File: config.mk
export PLATFORM = sky130hd
export DESIGN_NAME = sim_test_monitor
export DESIGN_NICKNAME = d
export VERILOG_FILES = /design/src/rtl/sim_mon_pkg.sv /design/src/rtl/sim_trap_gen.sv /design/src/rtl/sim_test_monitor.sv
export SDC_FILE = /design/constraint.sdc
export NUM_CORES = 1
export LEC_CHECK = 0
export ABC_AREA = 1
export BUFFER_PORTS_ARGS = -buffer_cell sky130_fd_sc_hd__buf_2
export CORE_ASPECT_RATIO = 1.25
export CORE_MARGIN = 2
export CORE_UTILIZATION = 50
export CTS_CLUSTER_SIZE = 30
export DETAILED_ROUTE_END_ITERATION = 8
export GPL_TIMING_DRIVEN = 0
export HOLD_SLACK_MARGIN = 0.02
export PLACE_DENSITY = 0.72
export SYNTH_ARGS = -nofsm -noshare
export SYNTH_HDL_FRONTEND = slang
export SYNTH_SLANG_ARGS = --single-unit
File: constraint.sdc
create_clock -name clk -period 3.2 [get_ports clk]
set_clock_uncertainty 0.2 [all_clocks]
set_input_delay 0 -clock clk [delete_from_list [all_inputs] [get_ports clk]]
set_output_delay 0 -clock clk [all_outputs]
set_load 0.05 [all_outputs]
File: src/rtl/sim_mon_pkg.sv
// Shared types for the sparrow_soc test-completion monitor.
// State encoding matches the state_o port.
package sim_mon_pkg;

  localparam int MON_STATE_W = 3;

  typedef enum logic [MON_STATE_W-1:0] {
    ST_RUN     = 3'd0,
    ST_SETTLE  = 3'd1,
    ST_PASS    = 3'd2,
    ST_FAIL    = 3'd3,
    ST_TIMEOUT = 3'd4,
    ST_SW_END  = 3'd5
  } mon_state_e;

  function automatic logic is_term(input mon_state_e s);
    return (s == ST_PASS) || (s == ST_FAIL) ||
           (s == ST_TIMEOUT) || (s == ST_SW_END);
  endfunction

endpackage

File: src/rtl/sim_trap_gen.sv
// One external-trap stimulus channel: registered pulse of LEN cycles
// starting at START, optionally repeating every PERIOD cycles.
module sim_trap_gen #(
  parameter int START  = 900,
  parameter int LEN    = 7,
  parameter int PERIOD = 0,
  parameter int CNT_W  = 32
) (
  input  logic             clk,
  input  logic             rst_n,
  input  logic [CNT_W-1:0] cnt_i,
  input  logic             kill_i,
  output logic             trap_o
);

  localparam logic [CNT_W-1:0] ST  = CNT_W'(START);
  localparam logic [CNT_W-1:0] LN  = CNT_W'(LEN);
  localparam logic [CNT_W-1:0] LM1 = CNT_W'(LEN - 1);
  localparam logic [CNT_W-1:0] PM1 = CNT_W'(PERIOD - 1);

  logic             run_q, run_d;
  logic [CNT_W-1:0] ph_q, ph_d;
  logic             trap_q, trap_d;

  // cnt_i is next cycle's count, so the pulse register lines up with cycle_o
  always_comb begin
    run_d = run_q;
    ph_d  = ph_q;
    if (cnt_i == ST) begin
      run_d = 1'b1;
      ph_d  = '0;
    end else if (run_q) begin
      if (PERIOD != 0 && ph_q == PM1) begin
        ph_d = '0;
      end else if (PERIOD == 0 && ph_q == LM1) begin
        run_d = 1'b0;
      end else begin
        ph_d = ph_q + 1'b1;
      end
    end
    trap_d = run_d && (ph_d < LN) && !kill_i;
  end

  always_ff @(posedge clk or negedge rst_n) begin
    if (!rst_n) begin
      run_q  <= 1'b0;
      ph_q   <= '0;
      trap_q <= 1'b0;
    end else begin
      run_q  <= run_d;
      ph_q   <= ph_d;
      trap_q <= trap_d;
    end
  end

  assign trap_o = trap_q;

endmodule

File: src/rtl/sim_test_monitor.sv
// Test-completion monitor: shadows done/pass/testnum registers,
// reports the verdict after a settle window and drives trap stimulus.
module sim_test_monitor
  import sim_mon_pkg::*;
#(
  parameter int XLEN         = 32,
  parameter int RAW          = 5,
  parameter int DONE_REG     = 26,
  parameter int PASS_REG     = 27,
  parameter int NUM_REG      = 3,
  parameter int SETTLE_CYC   = 10,
  parameter int TIMEOUT_CYC  = 30000,
  parameter int CNT_W        = 32,
  parameter int TRAP_CH      = 1,
  parameter int TRAP_START   = 900,
  parameter int TRAP_SPACING = 100,
  parameter int TRAP_LEN     = 7,
  parameter int TRAP_PERIOD  = 0
) (
  input  logic                   clk,
  input  logic                   rst_n,
  input  logic                   rf_we_i,
  input  logic [RAW-1:0]         rf_waddr_i,
  input  logic [XLEN-1:0]        rf_wdata_i,
  input  logic                   mends_i,
  output logic [TRAP_CH-1:0]     ex_trap_o,
  output logic [MON_STATE_W-1:0] state_o,
  output logic                   done_o,
  output logic                   pass_o,
  output logic [XLEN-1:0]        fail_num_o,
  output logic [CNT_W-1:0]       cycle_o
);

  localparam int SW = $clog2(SETTLE_CYC + 1);
  localparam logic [SW-1:0]    SL_M1 = SW'(SETTLE_CYC - 1);
  localparam logic [CNT_W-1:0] TO_M1 = CNT_W'(TIMEOUT_CYC - 1);
  localparam logic [XLEN-1:0]  ONE   = XLEN'(1);

  mon_state_e      state_q, state_d;
  logic [SW-1:0]   settle_q, settle_d;
  logic [CNT_W-1:0] cycle_q, cycle_d;
  logic [XLEN-1:0] done_sh_q, pass_sh_q, num_sh_q;
  logic [XLEN-1:0] fnum_q, fnum_d;
  logic            done_q, pass_q;
  logic            wr_ok, kill;

  assign cycle_d = (&cycle_q) ? cycle_q : cycle_q + 1'b1;
  assign wr_ok   = rf_we_i && (rf_waddr_i != '0) && !is_term(state_q);

  always_comb begin
    state_d  = state_q;
    settle_d = settle_q;
    fnum_d   = fnum_q;
    unique case (state_q)
      ST_RUN: begin
        if (mends_i) begin
          state_d = ST_SW_END;
        end else if (done_sh_q == ONE) begin
          state_d  = ST_SETTLE;
          settle_d = '0;
        end else if (TIMEOUT_CYC != 0 && cycle_q == TO_M1) begin
          state_d = ST_TIMEOUT;
        end
      end
      ST_SETTLE: begin
        if (mends_i) begin
          state_d = ST_SW_END;
        end else if (settle_q == SL_M1) begin
          if (pass_sh_q == ONE) begin
            state_d = ST_PASS;
          end else begin
            state_d = ST_FAIL;
            fnum_d  = num_sh_q;
          end
        end else begin
          settle_d = settle_q + 1'b1;
        end
      end
      default: ;
    endcase
  end

  always_ff @(posedge clk or negedge rst_n) begin
    if (!rst_n) begin
      state_q   <= ST_RUN;
      settle_q  <= '0;
      cycle_q   <= '0;
      done_sh_q <= '0;
      pass_sh_q <= '0;
      num_sh_q  <= '0;
      fnum_q    <= '0;
      done_q    <= 1'b0;
      pass_q    <= 1'b0;
    end else begin
      state_q  <= state_d;
      settle_q <= settle_d;
      cycle_q  <= cycle_d;
      fnum_q   <= fnum_d;
      done_q   <= is_term(state_d);
      pass_q   <= (state_d == ST_PASS);
      if (wr_ok && rf_waddr_i == RAW'(DONE_REG)) done_sh_q <= rf_wdata_i;
      if (wr_ok && rf_waddr_i == RAW'(PASS_REG)) pass_sh_q <= rf_wdata_i;
      if (wr_ok && rf_waddr_i == RAW'(NUM_REG))  num_sh_q  <= rf_wdata_i;
    end
  end

  // kill looks at the next state so traps drop in the first terminal cycle
  assign kill = is_term(state_d);

  for (genvar k = 0; k < TRAP_CH; k++) begin : g_trap
    sim_trap_gen #(
      .START (TRAP_START + k * TRAP_SPACING),
      .LEN   (TRAP_LEN),
      .PERIOD(TRAP_PERIOD),
      .CNT_W (CNT_W)
    ) u_trap (
      .clk   (clk),
      .rst_n (rst_n),
      .cnt_i (cycle_d),
      .kill_i(kill),
      .trap_o(ex_trap_o[k])
    );
  end

  assign state_o    = state_q;
  assign done_o     = done_q;
  assign pass_o     = pass_q;
  assign fail_num_o = fnum_q;
  assign cycle_o    = cycle_q;

endmodule

After elaboration in Yosys (flattened, before gate mapping)
Cells that the tools add are included.
Widths: inputs -> output; s select.
{"block": "word_totals", "memories": 0, "register_bits": 203, "in_bits": 41, "rom_bits": 0, "ram_bits": 0, "word_cells": 80, "latchBits": 0, "out_inout_bits": 70}
{"block": "classes", "mul": 0, "div_mod_pow": 0, "n_reduce_logical": 21, "muxes": 19, "n_eq_ne": 22, "shift": 0, "bitwise_logic": 2, "n_lt_le_gt_ge": 1, "addsub": 3}
{"op": "$mux 32", "n": 4}
{"op": "$add 32x1->32 const B", "n": 2}
{"op": "$eq 32x1->1 const B", "n": 2}
{"op": "$eq 32x10->1 const B", "n": 1}
{"op": "$eq 32x15->1 const B", "n": 1}
{"op": "$eq 32x3->1 const B", "n": 1}
{"op": "$lt 32x3->1 const B", "n": 1}
{"op": "$reduce_and 32->1", "n": 1}
{"op": "$mux 4", "n": 4}
{"op": "$mux 3", "n": 5}
{"op": "$eq 3x2->1 const B", "n": 4}
{"op": "$eq 3x3->1 const B", "n": 4}
{"op": "$eq 5x5->1 const B", "n": 2}
{"op": "$ne 2x2->1 const B", "n": 4}
{"op": "$pmux 4 s2", "n": 1}
{"op": "$logic_and 1x1->1", "n": 7}
{"op": "$logic_or 1x1->1", "n": 6}
{"op": "$pmux 3 s2", "n": 1}
{"op": "$eq 5x2->1 const B", "n": 1}
{"op": "$reduce_and 5->1", "n": 1}
{"op": "$reduce_bool 5->1", "n": 1}
{"op": "$add 4x1->4 const B", "n": 1}
{"op": "$eq 4x4->1 const B", "n": 1}
{"op": "$mux 1", "n": 4}
{"op": "6 further kinds", "n": 8}

Longest topological paths before layout
{"block": "depth", "ltp_word": 11, "depth_mapped": 18, "mapped_depth_nobuf": 17}

By module
A second synthesis with hierarchy kept.
{"block": "unflattened", "cells_unflattened": 1386, "area_unflattened_um2": 10368.7}
{"module": "sim_test_monitor", "area_each_um2": 7573.5, "n_inst": 1, "cells_per_inst": 912, "seq_area_each_um2": 4229.1}
{"module": "sim_trap_gen", "area_each_um2": 2795.2, "n_inst": 1, "cells_per_inst": 474, "seq_area_each_um2": 850.8}

Worst setup path after synthesis
Ideal clock, no wire load.
{"block": "synth_timing", "kind": "register to register", "startpoint": "register cycle_q[0] (netlist: cycle_o[0])", "endpoint": "register g_trap[0].u_trap.trap_q", "stages_incl_launch_ff": 16, "setup_slack_ps": 225, "arrival_time_ps": 2704, "cell_sequence": "dfrtp_1 ha_1 nand3_1 nor2_1 xnor2_1 nand3b_1 nor2_1 nand3b_4 nor2_4 nand3_4 buf_6 o21ai_1 nand3_1 nor2_1 nand2_1 nor2_1"}
{"block": "synth_between", "elab_chain_cells": 11, "elab_cells_between_ends": 22, "cone_classes": "add/sub: 1; order compare: 1; eq/ne: 6; mux: 7; reduce/logical: 7"}
{"item": "from (decl)", "line_no": "sim_test_monitor.sv:41", "text": "logic [CNT_W-1:0] cycle_q, cycle_d;"}
{"item": "from (signal assigned)", "line_no": "sim_test_monitor.sv:97", "text": "cycle_q <= cycle_d;"}
{"item": "parallel branches: the longest is 10 deep, another holds $add 32x1->32"}
{"item": "$logic_and 1x1->1 *", "line_no": "sim_trap_gen.sv:41", "text": "trap_d = run_d && (ph_d < LN) && !kill_i;"}
{"item": "via g_trap[0].u_trap.trap_d", "line_no": "sim_trap_gen.sv:23", "text": "logic trap_q, trap_d;"}
{"item": "to (signal assigned)", "line_no": "sim_trap_gen.sv:52", "text": "trap_q <= trap_d;"}
{"item": "to (decl)", "line_no": "sim_trap_gen.sv:23"}
Mark *: on every way through the listed nets, which the timed path passes.
A chain may end at the register's enable or synchronous reset.

Worst setup path in the final report
{"block": "layout_timing", "startpoint": "register cycle_q[0] (netlist: cycle_o[0])", "endpoint": "register g_trap[0].u_trap.trap_q"}
{"block": "layout_between", "elab_cells_between_ends": 22, "cone_classes": "add/sub: 1; order compare: 1; eq/ne: 6; mux: 7; reduce/logical: 7"}
{"item": "$add 32x1->32 or $reduce_and 32->1 (tied branches)", "line_no": "sim_test_monitor.sv:47", "text": "assign cycle_d = (&cycle_q) ? cycle_q : cycle_q + 1'b1;"}
{"item": "$mux 32 *", "line_no": "sim_test_monitor.sv:47"}
{"item": "via cycle_d[8]", "line_no": "sim_test_monitor.sv:41"}
{"item": "$eq 32x10->1 *", "line_no": "sim_trap_gen.sv:29", "text": "if (cnt_i == ST) begin"}
{"item": "$mux 32", "line_no": "sim_trap_gen.sv:29"}
{"item": "$lt 32x3->1", "line_no": "sim_trap_gen.sv:41"}
{"item": "$logic_and 1x1->1 * (2 in a row)", "line_no": "sim_trap_gen.sv:41"}
{"item": "via g_trap[0].u_trap.trap_d", "line_no": "sim_trap_gen.sv:23"}
Mark *: on every way through the listed nets, which the timed path passes. The rest lies on a longest branch.

==> flow_summary.html <==
<table>
<tr><th>Metric</th><th>Value</th></tr>
<tr><th colspan="2">Clocking</th></tr>
<tr><td>Number of clock sinks</td><td>203</td></tr>
<tr><td>CTS Root Buffer Type</td><td>clkbuf_16</td></tr>
<tr><td>TritonCTS clock tree</td><td>done</td></tr>
<tr><td>Number of buffers created by CTS</td><td>21</td></tr>
<tr><td>Maximum level of the CTS H-tree</td><td>1</td></tr>
<tr><td>Clock latency reported for the late side of the worst-skew pair</td><td>0.50 ns</td></tr>
<tr><td>CTS Buffer Depth</td><td>3</td></tr>
<tr><td>Post-CTS clock slew at the launch and capture registers of the worst setup and hold paths</td><td>0.06 ns</td></tr>
<tr><th colspan="2">Drt</th></tr>
<tr><td>Number of iterations in the first detailed-routing pass</td><td>5</td></tr>
<tr><td>ANT nets after route</td><td>0</td></tr>
<tr><td>Number of DRC violations after detailed routing</td><td>0</td></tr>
<tr><td>Vias/cell</td><td>5.21</td></tr>
<tr><td>Routed wire length per instance</td><td>15.9 um</td></tr>
<tr><td>Total via count in the routed design</td><td>8812</td></tr>
<tr><td>Initial drt markers</td><td>587</td></tr>
<tr><td>Total wirelength of the detailed-routed design</td><td>27000 um</td></tr>
<tr><th colspan="2">Timing</th></tr>
<tr><td>Pins over their slew limit</td><td>0</td></tr>
<tr><td>Final Hold Violating Endpoints</td><td>0</td></tr>
<tr><td>Tightest Pin Transition</td><td>0.763 ns</td></tr>
<tr><td>Final setup viols</td><td>0</td></tr>
<tr><td>Final critical-path required period</td><td>3.02 ns</td></tr>
<tr><td>TNS Setup</td><td>0 ns</td></tr>
<tr><td>Hold slack final</td><td>0.0398 ns</td></tr>
<tr><td>Maximum operating frequency</td><td>331 MHz</td></tr>
<tr><td>Slew headroom</td><td>49.1%</td></tr>
<tr><td>Final cycle utilization of the critical path</td><td>94.4%</td></tr>
<tr><th colspan="2">Synth</th></tr>
<tr><td>Cell with the most instances after synthesis</td><td>nand2_1</td></tr>
<tr><td>Mapped Nets</td><td>1263</td></tr>
<tr><td>Sequential fraction of the synthesis area</td><td>50.9%</td></tr>
<tr><td>Synth warn</td><td>0</td></tr>
<tr><td>Biggest area consumer among synthesized cells</td><td>dfrtp_1</td></tr>
<tr><td>Synthesized area</td><td>9970 um2</td></tr>
<tr><td>Number of synthesized flops with an enable pin</td><td>0</td></tr>
<tr><td>Most frequent cells after synthesis</td><td>nand2_1 (322), dfrtp_1 (203), inv_1 (136), nor2_1 (124), o21ai_0 (104)</td></tr>
<tr><td>Mean instance size in the synthesized netlist</td><td>8.20 um2</td></tr>
<tr><td>Most common flop cell mapped by yosys</td><td>dfrtp_1</td></tr>
<tr><td>Largest cells by area after synthesis</td><td>dfrtp_1 (51%), nand2_1 (12%), o21ai_0 (5.2%)</td></tr>
<tr><td>Yosys cell types</td><td>38</td></tr>
<tr><td>Area share of the largest cell type after synthesis</td><td>50.9%</td></tr>
<tr><td>Gate count of the mapped netlist</td><td>1217</td></tr>
<tr><td>Flop and latch count out of synthesis</td><td>203</td></tr>
<tr><td>Async set-or-reset flop fraction in the synthesized netlist</td><td>100%</td></tr>
<tr><th colspan="2">Critical path</th></tr>
<tr><td>Data arrival time of the critical path</td><td>3.24 ns</td></tr>
<tr><td>Start-to-end type of the worst setup path</td><td>reg -&gt; reg</td></tr>
<tr><td>Sort of element at the start of the critical path</td><td>register</td></tr>
<tr><td>Critical Path End Type</td><td>register</td></tr>
<tr><td>FF-to-FF setup slack</td><td>0.18 ns</td></tr>
<tr><td>Req. time, crit path</td><td>3.42 ns</td></tr>
<tr><td>Top fanout value on the critical path</td><td>10</td></tr>
<tr><th colspan="2">Run status</th></tr>
<tr><td>Run status</td><td>completed</td></tr>
<tr><th colspan="2">GRT</th></tr>
<tr><td>Overall overflow remaining after global route</td><td>0</td></tr>
<tr><td>Maximum number of pins on one net before global-route repair</td><td>103</td></tr>
<tr><td>Total global routing track utilization</td><td>26.3%</td></tr>
<tr><td>Number of global-route vias before repair</td><td>8759</td></tr>
<tr><td>First-pass GRT wire length</td><td>44100 um</td></tr>
<tr><td>Number of antenna violations at the first check in global routing</td><td>0</td></tr>
<tr><th colspan="2">Floorplan</th></tr>
<tr><td>Initial Utilization</td><td>51.2%</td></tr>
<tr><td>Die outline width</td><td>130 um</td></tr>
<tr><td>Die outline area</td><td>21100 um2</td></tr>
<tr><td>Number of ports placed on the die boundary</td><td>111</td></tr>
<tr><td>Core Rows</td><td>57</td></tr>
<tr><td>Area of the core</td><td>19500 um2</td></tr>
<tr><td>Height of the chip</td><td>162 um</td></tr>
<tr><th colspan="2">Final layout</th></tr>
<tr><td>Synthesis-to-finish area growth</td><td>23.4%</td></tr>
<tr><td>Fill cell total of the finished layout</td><td>1686</td></tr>
<tr><td>Fraction of layout cells with a size suffix above 1</td><td>17.8%</td></tr>
<tr><td>Share of the core filled with cells</td><td>63.2%</td></tr>
<tr><td>Antenna cell count</td><td>0</td></tr>
<tr><td>Final Net Count</td><td>1458</td></tr>
<tr><td>Post-route design area</td><td>12300 um2</td></tr>
<tr><th colspan="2">Place</th></tr>
<tr><td>Post-place instance area</td><td>10900 um2</td></tr>
<tr><td>Port Buffers</td><td>110</td></tr>
<tr><td>RD Place Congestion</td><td>0.973</td></tr>
<tr><td>Dpl hpwl</td><td>19000 um</td></tr>
<tr><th colspan="2">Worst hold path</th></tr>
<tr><td>Hold Path Class</td><td>in -&gt; reg</td></tr>
<tr><th colspan="2">Pwr</th></tr>
<tr><td>Max VDD drop</td><td>0.500 mV</td></tr>
<tr><td>Areal power density over the cells</td><td>422 nW/um2</td></tr>
<tr><td>Final Total Pwr</td><td>5190 uW</td></tr>
<tr><td>Total leakage power</td><td>0.00619 uW</td></tr>
<tr><th colspan="2">Run</th></tr>
<tr><td>Number of max-cap violations</td><td>0</td></tr>
</table>
## final cells by class
type                    instances  area, um2  share of cell area, %
clock inverters                13        134                   1.09
clock buffers                  25        571                   4.64
multi-input cells             837       4300                   34.9
well taps                     265        332                   2.69
inverters                     139        522                   4.24
plain buffers                  38        175                   1.42
repair buffers                172       1180                   9.56
flip-flops and latches        203       5100                   41.4
## per-layer routing
metal,vias up,GRT usage (%),wire (um)
li1,4319,-,-
met1,4203,32.9,11200
met2,235,46.7,13800
met3,55,3.43,1070
met4,0,9.24,878
met5,-,0,0
## registers in the layout, summed over array words and instances (netlist names)
name,flops
cycle_o,32
done_sh_q,32
fail_num_o,32
g_trap.u_trap.ph_q,32
num_sh_q,32
pass_sh_q,32
settle_q,4
state_o,3
done_o,1
g_trap.u_trap.run_q,1
g_trap.u_trap.trap_o,1
pass_o,1
## kinds of logic (layout without fill, tap and decap cells)
logic type | Yosys count | count (layout) | share of synthesized area [%]
and+or+nand+nor | 616 | 616 | 27.2
DFF | 203 | 203 | 50.9
buffers and inverters | 177 | 387 | 6.86
AOI/OAI and AO/OA | 147 | 147 | 7.51
xor gates and xnor gates | 36 | 36 | 3.16
muxes | 33 | 33 | 3.71
adders and majority gates | 5 | 5 | 0.627
## where the power goes
part / switching (uW) / total [uW] / leakage, uW / internal, uW
sequential: 0 / 2570 / 0.00278 / 2570
clock: 1040 / 2480 / 0.000343 / 1450
combinational: 84.9 / 143 / 0.00307 / 57.9
total: 1120 / 5190 / 0.00619 / 4070
## final timing paths
kind / cells after the start / end / start
worst min-delay path: 6 / done_sh_q[10] / rf_we_i
max in group asynchronous: 4 / cycle_o[16] / rst_n
min in group asynchronous: 3 / fail_num_o[24] / rst_n
worst min register to register: 2 / num_sh_q[10] / num_sh_q[10]
worst max-delay path: 18 / g_trap[0].u_trap.trap_o / cycle_o[0]
worst max register to register: 18 / g_trap[0].u_trap.trap_o / cycle_o[0]
## cells in the final DEF, fill, tap and decap left out, types with 2 or more instances in the layout
master         netlist  final
a21oi_1             30     30
buf_1                3      3
buf_2                4    111
buf_4                0     13
buf_6                2      4
bufinv_16            0      2
clkbuf_1            29     30
clkbuf_16            0     21
clkbuf_8             0      3
clkinv_1             2      2
clkinv_2             0      5
clkinvlp_4           0      3
dfrtp_1            203    188
dfrtp_2              0     15
dlygate4sd3_1        0     47
ha_1                 5      4
inv_1              136    136
inv_6                0      2
mux2_2              32     32
nand2_1            322    320
nand2_2              6      7
nand2_4              2      2
nand3_1             66     66
nand3b_1             3      3
nand4_1             24     24
nor2_1             124    113
nor2_2               5     10
nor2_4               4     10
nor2_8               2      2
nor3_1              31     31
nor4_1              20     20
nor4b_1              2      2
o21ai_0            104    104
o21ai_1              7      7
o22ai_1              2      2
or2_2                2      2
xnor2_1             11     11
xor2_1              25     25
## critical path: stages, from the launching register on
cell	delay (ns)
dfrtp_2	0.42
ha_4	0.18
inv_2	0.06
nor2_8	0.14
nand2_4	0.10
nor2_8	0.18
nand2_8	0.11
nand2_1	0.11
nand2_1	0.06
nor2_1	0.13
nand2_1	0.15
nor2_4	0.15
nand3_4	0.13
buf_6	0.18
o21ai_0	0.09
nand3_1	0.11
nor2_2	0.18
nand3_1	0.13
nor2_1	0.12
## what timing repair did
action / CTS / global route
gates resized for setup: 8 / 34
cloned: 0 / 0
buffers inserted: 2 / 12
hold buffers: 47 / 0
pin swaps: 0 / 7
setup endpoints to repair: 20 / 1
endpoints found under the hold margin: 310 / 0
## through the flow
stage | cells | setup WS, ns
2_1_floorplan | 1217 | 0.225
3_3_place_gp | 1592 | -1.42
4_1_cts | 1680 | 0.0237
3_5_place_dp | 1593 | -0.292
6_report | 1692 | 0.180
5_1_grt | 1692 | -0.0230
Note: power is estimated with default switching activity, not from simulation.
